$ cat config.mk
export PLATFORM = sky130hd
export DESIGN_NAME = pc_gen_stage
export DESIGN_NICKNAME = d
export VERILOG_FILES = /design/src/rtl/pc_gen_stage.sv
export SDC_FILE = /design/constraint.sdc
export NUM_CORES = 1
export LEC_CHECK = 0
export BUFFER_PORTS_ARGS = -buffer_cell sky130_fd_sc_hd__clkbuf_2
export CAP_MARGIN = 20
export CORE_MARGIN = 1.5
export CORE_UTILIZATION = 55
export CTS_CLUSTER_DIAMETER = 200
export CTS_CLUSTER_SIZE = 14
export DETAILED_ROUTE_END_ITERATION = 7
export GPL_TIMING_DRIVEN = 0
export PLACE_DENSITY = 0.81
export SLEW_MARGIN = 20
export SYNTH_ARGS = -nofsm -noshare
export SYNTH_HDL_FRONTEND = slang
export SYNTH_SLANG_ARGS = --single-unit
$ cat constraint.sdc
create_clock -name clk -period 4.8 [get_ports clk]
set_input_delay 0.96 -clock clk [delete_from_list [all_inputs] [get_ports clk]]
set_output_delay 0.96 -clock clk [all_outputs]
set_load 0.02 [all_outputs]
$ cat src/rtl/pc_gen_stage.sv
`default_nettype none
// +-----------------------------------------------------------------------+
// | pc_gen_stage: sequential PC generator with delay-slot branch and       |
// | exception redirects. Optional PC_ADEL_EN adds misaligned-fetch halt.   |
// | Revision: 1.0                                                          |
// +-----------------------------------------------------------------------+
module pc_gen_stage #(
   parameter logic [31:0] RESET_PC = 32'hBFC0_0000
) (
   input  logic        clk,
   input  logic        resetn,
   input  logic        ready_i,
   output logic        valid_o,
   output logic [31:0] pc_o,
   input  logic        br_valid,
   input  logic [31:0] br_pc,
   input  logic [31:0] br_target,
   input  logic        exc_valid,
   input  logic [31:0] exc_target
`ifdef PC_ADEL_EN
   ,
   output logic        pc_adel_o
`endif
);

   localparam logic [31:0] c_step = 32'd4;

   logic [31:0] r_pc;
   logic        r_valid;
   logic        r_pend_v;
   logic [31:0] r_pend_tgt;

   logic [31:0] w_ds;
   logic [31:0] w_wp;
   logic        w_case_a;
   logic        w_case_b;
   logic        w_halted;
   logic        w_xfer;

   assign w_ds     = br_pc + c_step;
   assign w_wp     = br_pc + (c_step << 1);
   assign w_case_a = br_valid && (r_pc == w_ds);
   // Wrong-path address is on the bus right now: suppress it and redirect.
   assign w_case_b = br_valid && (r_pc == w_wp);

`ifdef PC_ADEL_EN
   logic r_halt;
   assign w_halted  = r_halt;
   assign pc_adel_o = valid_o && (r_pc[1:0] != 2'b00);
`else
   assign w_halted  = 1'b0;
`endif

   assign valid_o = r_valid && !exc_valid && !w_case_b && !w_halted;
   assign pc_o    = r_pc;
   assign w_xfer  = valid_o && ready_i;

   always_ff @(posedge clk) begin
      if (!resetn) begin
         r_pc       <= RESET_PC;
         r_valid    <= 1'b0;
         r_pend_v   <= 1'b0;
         r_pend_tgt <= 32'd0;
      end else begin
         r_valid <= 1'b1;
         if (exc_valid) begin
            r_pc     <= exc_target;
            r_pend_v <= 1'b0;
         end else if (w_case_b) begin
            r_pc <= br_target;
         end else if (w_case_a) begin
            // Delay slot still on the bus: jump once it has been taken.
            if (w_xfer) begin
               r_pc <= br_target;
            end else begin
               r_pend_v   <= 1'b1;
               r_pend_tgt <= br_target;
            end
         end else if (w_xfer) begin
            if (r_pend_v) begin
               r_pc     <= r_pend_tgt;
               r_pend_v <= 1'b0;
            end else begin
               r_pc <= r_pc + c_step;
            end
         end
      end
   end

`ifdef PC_ADEL_EN
   // Sticky after a misaligned issue so only one AdEL reaches the pipeline.
   always_ff @(posedge clk) begin
      if (!resetn) begin
         r_halt <= 1'b0;
      end else if (exc_valid) begin
         r_halt <= 1'b0;
      end else if (w_xfer && (r_pc[1:0] != 2'b00)) begin
         r_halt <= 1'b1;
      end
   end
`endif

endmodule
`default_nettype wire

==> impl_metrics.yaml <==
setup_path:
  rr_worst_depth: 11
  path_class: "input pin to output port"
  path_max_fanout: 8
  cp.arrival_ns: 3.74
  rrSetupSlack_ns: 0.98
  worst_r2r_endpoint: "pc_o[26]$_SDFFE_PN1P_"
  start_kind: "input pin"
  critPathCaptureType: "output port"
  r2r_start: "pc_o[11]$_SDFFE_PN0P_"
  required_ns: 3.84
timing:
  hold_viol_final: 0
  setup_viol: 0
  fmax_ghz: 0.213
  slew_headroom_pct: 40.7
  tightest_slew_ns: 0.881
  skew_ns: 0.0116
  holdWs_ns: 0.461
  drv_slew: 0
  post-route-period-util_pct: 98.0
  layout_min_cycle_time_ns: 4.70
floorplan:
  initial_core_util_pct: 56.1
  die_x_um: 105
  dieHeight_um: 105
  num_rows: 37
  core_mm2: 0.0102
  die_area_mm2: 0.0111
  pin_count: 134
yosys:
  yosys_most_used_dff: "dfxtp_1"
  syn_area_mm2: 0.00574
  ys.warnings.count: 0
  syn_nets: 884
  synth_edf_count: 0
  ys_ff_latch: 66
  synth_seq_area_share_pct: 23.0
  synth.area.top_cells: "dfxtp_1 (23%), mux2i_1 (8.5%), xnor2_1 (8.2%)"
  async_reset_ff_share_pct: 0
  yosysTopAreaCell: "dfxtp_1"
  yosys.cell_types.count: 60
  synth.avg_cell_area_um2: 7.35
  synthCells: 780
  synth_top_cell_area_share_pct: 23.0
cts:
  cts_tree: "done"
  h-tree-depth: 3
  cts_root_buf: "clkbuf_8"
  clock_path_buffers: 2
  cts.sinks: 66
  numCtsBuffers: 9
  cts.clk_slew.worst_paths_ns: 0.07
  clock_latency_ns: 0.36
pwr:
  clkPwrFrac_pct: 38.7
  share_seq_of_total_power_pct: 35.3
  p_int_mw: 1.15
  powerDensity_mw_per_mm2: 246
  p_switching_mw: 0.546
  pwr-share-comb_pct: 26.0
  peakVddDrop_mv: 0.157
  switching_share_pct: 32.2
  p_total_mw: 1.70
  p_leak_nw: 2.83
route:
  drt_wl_total_um: 19800
  avgRoutedWirePerCell_um: 18.6
  routed_via_density: 6.26
  dr.pass1.iters: 5
  drtIter0Drc: 778
  drc: 0
  vias: 6650
  postRouteAntennaNets: 0
place:
  gp_congestion: 0.975
  port_buffers: 128
  dp_hpwl_um: 15000
grt:
  grt_pass1_vias: 6010
  grt_overflow: 0
  grt_first_pass_wirelength_um: 30900
  grt_start_max_net_pins: 13
  grt_use_total_pct: 35.4
  antenna_found_initial: 0
cells_and_area:
  area.growth.synth_to_final_pct: 20.6
  diodes: 0
  layout-drive-gt1-share_pct: 20.1
  finish.utilization_pct: 67.6
  nets: 1026
  mostFrequentLayoutCell: "clkbuf_2"
  mostFrequentLayoutCells: "clkbuf_2 (129), nand2_1 (122), nor2_1 (73), dfxtp_1 (66), xnor2_1 (54)"
min_path:
  hold_path_depth: 2
  hp-start: "r_pend_tgt[31]$_SDFFE_PN0P_"
  hold_path_end: "r_pend_tgt[31]$_SDFFE_PN0P_"
  worstHoldPathType: "flip-flop to flip-flop"
outcome:
  status: "completed"
job:
  drv_cap: 0
[registers in the layout, summed over array words and instances (netlist names)]
| register | flops |
|---|---|
| r_pend_tgt | 32 |
| pc_o | 32 |
| r_valid | 1 |
| r_pend_v | 1 |
[how the worst max path moves through the flow]
stage,from,end,slack [ns],depth (start not counted)
after floorplan,br_pc[17],valid_o,0.46,9
after CTS,br_pc[17],valid_o,0.02,10
final,br_pc[11],valid_o,0.1,12
after detailed placement,br_pc[3],valid_o,-0.76,13
after global placement,br_pc[3],valid_o,-0.84,13
after global routing,br_pc[11],valid_o,-0.002,12
[synthesized netlist by cell type, drive strengths merged, types with 2 or more instances]
master / count
a2111oi: 2
a211o: 5
a211oi: 13
a21o: 2
a21oi: 30
a221oi: 3
a31oi: 8
a32o: 21
a32oi: 2
and2: 8
and3: 14
and4: 6
buf: 16
clkbuf: 47
dfxtp: 66
ha: 3
inv: 9
mux2: 8
mux2i: 49
nand2: 122
nand2b: 21
nand3: 28
nand4: 24
nor2: 73
nor3: 17
nor3b: 2
nor4: 26
nor4b: 3
o2111ai: 4
o211ai: 4
o21ai: 28
o311ai: 7
o31ai: 3
or2: 2
or3: 4
or4: 5
xnor2: 54
xor2: 29
[per-layer routing]
layer | GRT usage [%] | share of wire, % | up-vias
li1 | - | - | 3115
met1 | 47.4 | 40 | 3051
met2 | 54.2 | 45 | 410
met3 | 7.11 | 10 | 74
met4 | 17.4 | 4.2 | 0
met5 | 0 | 0 | -
[power by group through the flow]
stage               Combinational [mW]  Sequential, mW  Clock, mW
floorplan                        0.251           0.627          0
global placement                 0.422           0.611          0
detailed placement               0.423           0.611          0
CTS                              0.428           0.599      0.655
global route                     0.475           0.602      0.681
finish                           0.442           0.600      0.657
[metrics by stage]
step           instance area [um^2]  setup slack [ns]  setup TNS [ns]  std cells
2_1_floorplan                  5740             0.457               0        780
5_1_grt                        6920          -0.00224        -0.00224       1063
3_3_place_gp                   6550            -0.838          -27.32       1044
4_1_cts                        6860            0.0190               0       1060
6_report                       6920            0.0983               0       1063
3_5_place_dp                   6550            -0.758          -23.34       1044
[final cells by class]
cell class / instances / area [um^2]
clock buffers: 10 / 138
plain buffers: 62 / 275
repair buffers: 132 / 671
flip-flops and latches: 66 / 1320
inverters: 9 / 33.8
clock inverters: 6 / 136
fillers: 895 / 3310
multi-input cells: 642 / 4170
well taps: 136 / 170
[logic make-up (layout without fill, tap and decap cells)]
kind of cell	count (synthesis)	count (layout)	synth area share (%)
multiplexers	57	57	10.1
AND/OR/NAND/NOR	360	360	31.1
AO/OA/AOI/OAI	139	139	17.0
flip-flops	66	66	23.0
adder cells (fa/ha/maj)	3	3	0.654
XOR/XNOR	83	83	12.7
buffers and inverters	72	219	5.45
[worst max-delay path: stages]
cell	delay (ns)
buf_2	0.17
nand4_1	0.34
nor4_4	0.34
buf_4	0.19
buf_4	0.12
a21oi_1	0.05
or4b_1	0.51
o2111ai_1	0.31
nor3_4	0.10
nor2_1	0.27
and2_1	0.21
clkbuf_2	0.18
[what timing repair did]
action,4_1_cts,5_1_grt
endpoints found under the setup margin,14,2
buffers inserted,1,3
hold buffers,0,0
gates resized for setup,5,7
pin swaps,2,2
(Power assumes the default switching activity.)
